==> src/rtl/esc_bank.sv <==
// rtl/esc_bank.sv - four-channel ESC pulse generator with arming sequence and per-frame slew limit
module esc_bank #(
    parameter int         PERIOD_W   = 17,
    parameter int         MIN_PULSE  = 50000,
    parameter int         ARM_FRAMES = 16,
    parameter int         SLEW       = 64,
    parameter logic [9:0] OFF_FRNT   = 10'd0,
    parameter logic [9:0] OFF_BCK    = 10'd0,
    parameter logic [9:0] OFF_LFT    = 10'd0,
    parameter logic [9:0] OFF_RGHT   = 10'd0
) (
    input  logic        clk,
    input  logic        rst_n,
    input  logic        arm,
    input  logic [10:0] frnt_spd,
    input  logic [10:0] bck_spd,
    input  logic [10:0] lft_spd,
    input  logic [10:0] rght_spd,
    output logic        frnt,
    output logic        bck,
    output logic        lft,
    output logic        rght,
    output logic        armed,
    output logic        frm_strb
);

    localparam int ACW = $clog2(ARM_FRAMES + 1);
    localparam logic signed [11:0] SLEW_S = 12'(SLEW);
    localparam logic [9:0] OFFS [4] = '{OFF_FRNT, OFF_BCK, OFF_LFT, OFF_RGHT};

    typedef enum logic [1:0] {IDLE, ARMING, RUN} state_t;

    state_t              state, state_nxt;
    logic [PERIOD_W-1:0] cnt, cnt_nxt;
    logic [ACW-1:0]      arm_cnt, arm_cnt_nxt;
    logic [10:0]         tgt [4];
    logic [10:0]         app [4];
    logic [10:0]         app_nxt [4];
    logic [3:0]          pwm, pwm_nxt;
    logic                live, live_nxt;
    logic                frame_end;

    function automatic logic [10:0] slew_step(input logic [10:0] t, input logic [10:0] a);
        logic signed [11:0] d;
        d = $signed({1'b0, t}) - $signed({1'b0, a});
        if (d <= SLEW_S && d >= -SLEW_S)
            return t;
        else if (d > 12'sd0)
            return a + 11'(SLEW);
        else
            return a - 11'(SLEW);
    endfunction

    function automatic logic [31:0] pulse_w(input logic [10:0] a, input logic [9:0] o);
        return 32'(MIN_PULSE) + 32'(a) * 32'd3 + 32'(o);
    endfunction

    assign tgt[0] = frnt_spd;
    assign tgt[1] = bck_spd;
    assign tgt[2] = lft_spd;
    assign tgt[3] = rght_spd;

    always_comb begin
        cnt_nxt     = cnt + 1'b1;
        frame_end   = &cnt;
        // Outputs stay quiet until the first full frame after reset so no partial pulse escapes.
        live_nxt    = live | frame_end;
        state_nxt   = state;
        arm_cnt_nxt = arm_cnt;
        for (int i = 0; i < 4; i++) app_nxt[i] = app[i];

        if (frame_end) begin
            case (state)
                IDLE: begin
                    for (int i = 0; i < 4; i++) app_nxt[i] = '0;
                    if (arm) begin
                        state_nxt   = ARMING;
                        arm_cnt_nxt = ACW'(1);
                    end
                end
                ARMING: begin
                    for (int i = 0; i < 4; i++) app_nxt[i] = '0;
                    if (!arm) begin
                        state_nxt   = IDLE;
                        arm_cnt_nxt = '0;
                    end else if (arm_cnt == ACW'(ARM_FRAMES)) begin
                        state_nxt   = RUN;
                        arm_cnt_nxt = '0;
                    end else begin
                        arm_cnt_nxt = arm_cnt + 1'b1;
                    end
                end
                RUN: begin
                    if (!arm) begin
                        state_nxt = IDLE;
                        for (int i = 0; i < 4; i++) app_nxt[i] = '0;
                    end else begin
                        for (int i = 0; i < 4; i++) app_nxt[i] = slew_step(tgt[i], app[i]);
                    end
                end
                default: begin
                    state_nxt   = IDLE;
                    arm_cnt_nxt = '0;
                    for (int i = 0; i < 4; i++) app_nxt[i] = '0;
                end
            endcase
        end

        // Pulse is judged against the counter and speed of the next cycle so the output is registered.
        for (int i = 0; i < 4; i++)
            pwm_nxt[i] = live_nxt && (32'(cnt_nxt) < pulse_w(app_nxt[i], OFFS[i]));
    end

    always_ff @(posedge clk or negedge rst_n) begin
        if (!rst_n) begin
            cnt      <= '0;
            state    <= IDLE;
            arm_cnt  <= '0;
            for (int i = 0; i < 4; i++) app[i] <= '0;
            pwm      <= '0;
            live     <= 1'b0;
            armed    <= 1'b0;
            frm_strb <= 1'b0;
        end else begin
            cnt      <= cnt_nxt;
            state    <= state_nxt;
            arm_cnt  <= arm_cnt_nxt;
            for (int i = 0; i < 4; i++) app[i] <= app_nxt[i];
            pwm      <= pwm_nxt;
            live     <= live_nxt;
            armed    <= (state_nxt == RUN);
            frm_strb <= frame_end;
        end
    end

    assign frnt = pwm[0];
    assign bck  = pwm[1];
    assign lft  = pwm[2];
    assign rght = pwm[3];

endmodule

==> config.mk <==
export PLATFORM = sky130hd
export DESIGN_NAME = esc_bank
export DESIGN_NICKNAME = d
export VERILOG_FILES = /design/src/rtl/esc_bank.sv
export SDC_FILE = /design/constraint.sdc
export NUM_CORES = 1
export LEC_CHECK = 0
export CAP_MARGIN = 20
export CORE_ASPECT_RATIO = 1.1
export CORE_MARGIN = 3
export CORE_UTILIZATION = 30
export DETAILED_ROUTE_END_ITERATION = 7
export DONT_BUFFER_PORTS = 1
export SETUP_SLACK_MARGIN = 0.5
export SLEW_MARGIN = 15
export SYNTH_ARGS = -nofsm -noshare
export SYNTH_HDL_FRONTEND = slang
export SYNTH_SLANG_ARGS = --single-unit
==> constraint.sdc <==
create_clock -name clk -period 13.4 [get_ports clk]
set_clock_uncertainty 0.15 [all_clocks]
set_input_delay 2.68 -clock clk [delete_from_list [all_inputs] [get_ports clk]]
set_output_delay 2.68 -clock clk [all_outputs]
set_load 0.02 [all_outputs]
==> results by group, run 1 <==
Run status
  • Status: finished clean

Setup path
  • Worst path arrival time: 8660 ps
  • Worst path buffer plus inverter count: 0
  • CP Class: in2reg
  • Worst reg2reg path depth: 28
  • Required @ worst endpoint: 13520 ps
  • Family with the most delay on the worst path: compound AO/OA/AOI/OAI gates
  • Crit. path cell count: 27
  • Critical path capture point type: register
  • Worst r2r src: app[23]
  • Critical path launch point type: primary input
  • Critical path startpoint: bck_spd[1]
  • Crit path max fanout: 6
  • Critical path's slowest cell: nor4_4
  • Slowest stage delay, CP: 440 ps

Global routing
  • Global-route wire length before repair: 34.93 mm
  • GRT busiest layer: met2
  • GRT met1 Usage: 0.1620
  • Vias in the first global route: 7423
  • Total global-route track usage: 0.1302
  • GRT Residual Overflow: 0
  • Met2 Resource Use GR: 0.2205
  • Largest net degree at the start of global routing: 76
  • Initial antenna violation count: 0
  • Met3 usage in global routing: 0.02840

Logic synthesis
  • Area leader, netlist: ha_1
  • Synth Register Bits: 75
  • Post-Syn Instances: 1065
  • Post-synth EDFFs: 0
  • Area fraction of the dominant cell type after synthesis: 0.2497
  • Async SR Flop Fraction: 1.000
  • Synth top cells by count: ha_1, inv_1, a21oi_1, dfrtp_1, nor2_1
  • Synthesized area: 0.009121 mm^2
  • Synth area leaders: ha_1, dfrtp_1, inv_1
  • Synth Flop Type: dfrtp_1
  • Top-count cell post-synth: ha_1
  • Synth Area per Inst: 8.565 um^2
  • Ys Warns: 0
  • Post-Syn Nets: 1302
  • Synth unique cells: 75
  • Seq/Total Area, Yosys: 0.2058

Final layout
  • Fin area: 0.009877 mm^2
  • Share of post-route cells with drive strength above 1: 0.04664
  • Nets: 1304
  • Fillers: 3094
  • Area Overhead vs Synth: 8.285%
  • Ant diodes: 0
  • Finished Layout Cells: 1446

Detailed routing
  • Routed Antenna Nets: 0
  • Wire per inst: 14.14 um
  • Detailed Route Iter0 Violations: 261
  • Final wirelength: 20.45 mm
  • Vias after detailed routing: 7398
  • Router iterations before antenna repair: 4
  • # DRC: 0
  • DR vias/cell: 5.116

Timing
  • Max-slew violation count: 0
  • Min cycle time layout: 8532 ps
  • Final Hold Viols: 0
  • Crit share post-route: 0.6367
  • Setup ws final: 4868 ps
  • Final Setup Violations: 0
  • FMAX: 117.2 MHz
  • Tightest Pin Transition: 802.2 ps
  • RSZ-0062 raised after global routing: false
  • Setup TNS: 0 ps
  • Slew margin rel.: 0.4614

Floorplanning
  • Die X-Extent: 172.3 um
  • Starting Density: 0.3068
  • Full die area: 0.03254 mm^2
  • Height of the die: 188.9 um
  • I/O pin count: 53
  • Core Region: 0.02973 mm^2
  • Core Rows: 66

Clock tree
  • Setup Fix Bufs, Post-CTS: 0
  • CTS tree: built
  • Root Driver: clkbuf_16
  • Htree depth: 3
  • Post-CTS Hold Buffers: 0
  • Post_cts resized: 0
  • Buffer depth of the longest clock path: 2
  • CTS buffer count: 9
  • Clock transition at path regs: 60 ps
  • CTS sink count: 75
  • Worst skew pair latency: 340 ps

Placed design
  • Final Wtd Congestion: 0.8091
  • Dpl ws: 4471 ps
  • DP Area: 0.009563 mm^2
  • IO buf count: 0
  • Inst Count DP: 1430
  • DP HPWL: 16.55 mm

Power
  • Leak: 4.855 nW
  • Maximum VDD drop: 54.13 uV
  • PwrDens: 54.66 mW/mm^2

Min path
  • Hold_sp: live
  • Hold crit path type: reg2reg
  • Hold depth: 2

Run
  • Max-cap viol count: 0
[stage by stage]
| step | hold slack (ps) | power, mW | utilization |
|---|---|---|---|
| floorplan | 260.5 | 0.2772 | - |
| detailed placement | 278.7 | 0.2855 | 0.3217 |
| CTS | 294.5 | 0.5476 | 0.3322 |
| finish | 294.3 | 0.5399 | 0.3322 |
| global placement | 275.2 | 0.2844 | 0.3217 |
| global route | 313.1 | 0.5633 | 0.3322 |
[sequential cells by signal, summed over array words and instances (netlist names)]
signal,flops
pwm,4
arm_cnt,5
app,44
frm_strb,1
state,2
live,1
cnt,17
armed,1
[routing by layer]
metal | routed length (um) | vias up
li1 | - | 3807
met2 | 9682 | 99
met1 | 9431 | 3453
met5 | 0 | -
met4 | 533 | 0
met3 | 802 | 39
[worst register-to-register path: cells and delay by family, from the launching register on]
kind | cells | cell delay [ps]
buffers and inverters | 1 | 50
flip-flops | 1 | 350
adder cells (fa/ha/maj) | 4 | 1160
AND/OR/NAND/NOR | 5 | 1150
XOR/XNOR | 1 | 180
AO/OA/AOI/OAI | 17 | 3490
[power breakdown]
group          switching, mW  internal (mW)  total (mW)
logic                 0.0300         0.0253      0.0553
clock network         0.0993          0.159       0.258
registers                  0          0.226       0.226
[layout by cell type, fill, tap and decap left out, types with 5 or more instances in the layout]
| master | synthesis | routed |
|---|---|---|
| a2bb2oi_1 | 7 | 7 |
| nor4_1 | 6 | 6 |
| ha_1 | 182 | 182 |
| a22oi_1 | 5 | 5 |
| o22ai_1 | 14 | 14 |
| nor2b_1 | 17 | 17 |
| nor3_1 | 20 | 20 |
| xnor2_1 | 49 | 49 |
| nand2_1 | 51 | 51 |
| and4_1 | 5 | 5 |
| a21o_1 | 42 | 42 |
| xor2_1 | 34 | 34 |
| fa_1 | 8 | 8 |
| or2_1 | 5 | 5 |
| a21oi_1 | 75 | 74 |
| a211oi_1 | 8 | 8 |
| or2_2 | 9 | 9 |
| or3_1 | 6 | 6 |
| a22o_1 | 5 | 5 |
| o211ai_1 | 7 | 7 |
| and2_1 | 7 | 7 |
| clkbuf_16 | 0 | 9 |
| nand2b_1 | 18 | 18 |
| nand4_1 | 18 | 18 |
| dfrtp_1 | 75 | 75 |
| mux2i_1 | 23 | 23 |
| and3_1 | 6 | 6 |
| o21ai_0 | 49 | 49 |
| inv_1 | 141 | 141 |
| o21a_1 | 16 | 16 |
| nand3_1 | 20 | 20 |
| nor2_1 | 59 | 59 |
[cell type report]
cell class	count	area, um^2	area share
Inverter	142	533.0	0.05397
Multi-Input combinational cell	835	6655	0.6738
Sequential cell	75	1877	0.1900
Tap cell	374	467.9	0.04738
Clock inverter	4	47.55	0.004814
Timing Repair Buffer	4	30.03	0.003040
Clock buffer	12	266.5	0.02698
[logic make-up (layout without fill, tap and decap cells)]
| family | Yosys count | after routing | share of synthesized area |
|---|---|---|---|
| AND/OR/NAND/NOR | 265 | 265 | 0.1530 |
| XOR/XNOR | 83 | 83 | 0.07970 |
| flip-flops | 75 | 75 | 0.2058 |
| AO/OA/AOI/OAI | 273 | 273 | 0.2029 |
| multiplexers | 24 | 24 | 0.02647 |
| buffers and inverters | 155 | 162 | 0.06502 |
| adder cells (fa/ha/maj) | 190 | 190 | 0.2672 |
[worst paths after layout]
kind                                 to  slack (ps)
worst min-delay path               live         290
min in group asynchronous       app[22]        1890
worst max register to register   pwm[1]        6810
worst min register to register     live         290
max in group asynchronous       app[20]       11080
worst max-delay path             pwm[1]        4870
Note: power is estimated with default switching activity, not from simulation.
==> run 2: changes to the inputs <==
==> constraint.sdc (replaced) <==
create_clock -name clk -period 7.4 [get_ports clk]
set_clock_uncertainty 0.15 [all_clocks]
set_input_delay 1.48 -clock clk [delete_from_list [all_inputs] [get_ports clk]]
set_output_delay 1.48 -clock clk [all_outputs]
set_load 0.02 [all_outputs]
==> run 2 against run 1 <==
Register-to-register slack got worse by 5600 ps. Non-clock buffer count increased by 46. Combinational power increased by 100%. Core utilization increased by 2.7 points. First-iteration DRC count increased by 26%. Critical path depth increased by 2. Global-route usage increased by 0.31 points.
==> results by group, run 2 (synthesis gave the netlist of run 1 again) <==
Final layout
  • Most frequent cells in the layout: ha_1, inv_1, dfrtp_1, a21oi_1, nand2_1
  • Fin util: 0.3590 (+0.02677)
  • Largest registers: app: 44 flops, cnt: 17 flops, arm_cnt: 5 flops
  • Share of post-route cells with drive strength above 1: 0.1619 (+0.1153)
  • Max reg flops: 44 (unchanged)
  • Finished Layout Cells: 1492 (+3.2%)
  • Most flops, register: app
  • Ant diodes: 0 (unchanged)
  • Nets: 1350 (+3.5%)
  • Area Overhead vs Synth: 17.01%
  • Commonest non-fill, non-tap cell in the layout: ha_1
  • Fillers: 3028 (-2.1%)
  • Fin area: 0.01067 mm^2 (+8.1%)

Setup path
  • Crit path max fanout: 4 (-2)
  • Critical path capture point type: register
  • Worst path arrival time: 6880 ps (-1780 ps)
  • Critical path launch point type: primary input
  • Setup crit end: pwm[3]
  • Worst reg2reg path depth: 29 (+3.6%)
  • Most frequent cell on the critical path: ha_1
  • Worst r2r src: cnt[0]
  • Critical path startpoint: rght_spd[1]
  • Required @ worst endpoint: 7520 ps (-6000 ps)
  • Flop-to-flop setup slack: 1230 ps (-5580 ps)
  • R2R Path End: pwm[2]
  • Critical path's slowest cell: or4_1
  • Slowest stage delay, CP: 470 ps (+30 ps)
  • CP Class: in2reg

Floorplanning
  • Full die area: 0.03254 mm^2 (unchanged)
  • Die X-Extent: 172.3 um (unchanged)
  • Starting Density: 0.3068 (unchanged)
  • Core Rows: 66 (unchanged)
  • I/O pin count: 53 (unchanged)
  • Height of the die: 188.9 um (unchanged)
  • Core Region: 0.02973 mm^2 (unchanged)

Timing
  • Tightest Pin Transition: 772.5 ps (-29.67 ps)
  • WHS: 297.6 ps (+3.299 ps)
  • Setup TNS: 0 ps (unchanged)
  • RSZ-0062 raised after global routing: true
  • Slew margin rel.: 0.4813 (+0.01993)
  • Crit share post-route: 0.9132
  • Max-slew violation count: 0 (unchanged)
  • Final Hold Viols: 0 (unchanged)
  • FMAX: 148.0 MHz
  • Min cycle time layout: 6757 ps
  • Setup ws final: 642.5 ps (-4225 ps)
  • Final Setup Violations: 0 (unchanged)

Power
  • Reg power frac: 0.414 (-0.005)
  • Combinational Power Share: 0.113 (+0.011)
  • Int Power: 0.7372 mW (+80%)
  • Leak: 5.091 nW (+4.9%)
  • Tot Pwr: 0.9904 mW (+83%)
  • PwrDens: 92.80 mW/mm^2 (+70%)
  • Switch Pwr: 0.2533 mW (+96%)
  • Switching Fraction: 0.2557 (+0.01630)
  • Maximum VDD drop: 81.52 uV (+51%)
  • Fraction of power consumed by the clock network: 0.473 (-0.005)

Global routing
  • Largest net degree at the start of global routing: 76 (unchanged)
  • Global-route wire length before repair: 35.69 mm (+2.2%)
  • Total global-route track usage: 0.1333 (+0.003063)
  • GRT Residual Overflow: 0 (unchanged)
  • Initial antenna violation count: 0 (unchanged)
  • Vias in the first global route: 7627 (+2.7%)

Run
  • Max-cap viol count: 0 (unchanged)

Run status
  • Status: finished clean

Placed design
  • DP HPWL: 17.10 mm (+3.3%)
  • Final Wtd Congestion: 0.8381 (+3.6%)
  • Inst Count DP: 1445 (+1.0%)
  • DP Area: 0.009694 mm^2 (+1.4%)
  • Dpl ws: 30.03 ps (-4441 ps)
  • IO buf count: 0 (unchanged)

Min path
  • Hold crit path type: reg2reg

Detailed routing
  • DR vias/cell: 5.143 (+0.52%)
  • Vias after detailed routing: 7673 (+3.7%)
  • Router iterations before antenna repair: 5 (+1)
  • Detailed Route Iter0 Violations: 329 (+26%)
  • Routed Antenna Nets: 0 (unchanged)
  • Final wirelength: 21.92 mm (+7.2%)
  • # DRC: 0 (unchanged)
  • Wire per inst: 14.69 um (+3.9%)

Clock tree
  • Worst skew pair latency: 350 ps (about the same)
  • Clock transition at path regs: 70 ps (about the same)
  • Htree depth: 3 (unchanged)
  • Buffer depth of the longest clock path: 2 (unchanged)
  • CTS sink count: 75 (unchanged)
  • Root Driver: clkbuf_16
  • CTS buffer count: 9 (unchanged)
  • CTS tree: built
-- run 2: cell types whose count changed in the layout (fill, tap and decap cells not counted), moves of 7 or more --
cell     before  now
nor2_2        1    8
o21ai_0      49   31
a21oi_1      74   55
buf_4         4   50
ha_1        182  168
o21ai_1       2   12
nor2_1       59   49
ha_4          0   10
a21oi_2       1   19
-- run 2: timing repair --
item,CTS,global route
buffers inserted,5,26
setup endpoints to repair,3,4
pin swaps,8,76
gates resized for setup,10,98
hold buffers,0,0
-- run 2: area by class of cell --
class	count	area (um^2)	share of cell area
Clock buffer	10	239.0	0.02239
Clock inverter	6	72.57	0.006800
Inverter	142	533.0	0.04994
Multi-Input combinational cell	835	7108	0.6660
Sequential cell	75	1877	0.1759
Tap cell	374	467.9	0.04385
Timing Repair Buffer	50	375.4	0.03517
-- run 2: worst min path at each step --
stage          start   end  slack [ps]  cells after the start
2_1_floorplan   live  live         260                      2
3_3_place_gp    live  live         280                      2
3_5_place_dp    live  live         280                      2
4_1_cts         live  live         300                      2
5_1_grt         live  live         320                      2
6_report        live  live         300                      2
-- run 2: per-layer routing --
metal  track usage  up-vias  routed length (um)
li1              -     3892                   -
met1        0.1663     3647                9714
met2        0.2412      100               11180
met3       0.01441       34                 659
met4       0.03716        0                 362
met5             0        -                   0
-- run 2: power groups by stage --
stage | Clock [mW] | Combinational, mW | Sequential [mW]
2_1_floorplan | 0 | 0.0848 | 0.418
3_3_place_gp | 0 | 0.0992 | 0.418
3_5_place_dp | 0 | 0.101 | 0.418
4_1_cts | 0.483 | 0.102 | 0.410
5_1_grt | 0.497 | 0.125 | 0.410
6_report | 0.469 | 0.112 | 0.410
-- run 2: worst max-delay path, delay by kind of cell --
family | cells | cell delay, ps
buffers and inverters | 1 | 130
AOI/OAI and AO/OA | 16 | 2650
and+or+nand+nor | 6 | 1010
muxes | 1 | 190
adders and majority gates | 4 | 1200
xor gates and xnor gates | 1 | 180
==> run 3: changes to the inputs <==
--- a/config.mk
+++ b/config.mk
@@ -5,6 +5,7 @@
 export SDC_FILE = /design/constraint.sdc
 export NUM_CORES = 1
 export LEC_CHECK = 0
+export ABC_AREA = 0
 export CAP_MARGIN = 20
 export CORE_ASPECT_RATIO = 1.1
 export CORE_MARGIN = 3
==> constraint.sdc (replaced) <==
create_clock -name clk -period 7.4 [get_ports clk]
set_clock_uncertainty 0.15 [all_clocks]
set_input_delay 1.48 -clock clk [delete_from_list [all_inputs] [get_ports clk]]
set_output_delay 1.48 -clock clk [all_outputs]
set_load 0.1 [all_outputs]
==> results of run 3 <==
The final DEF is identical to that of run 2. Status: finished clean.
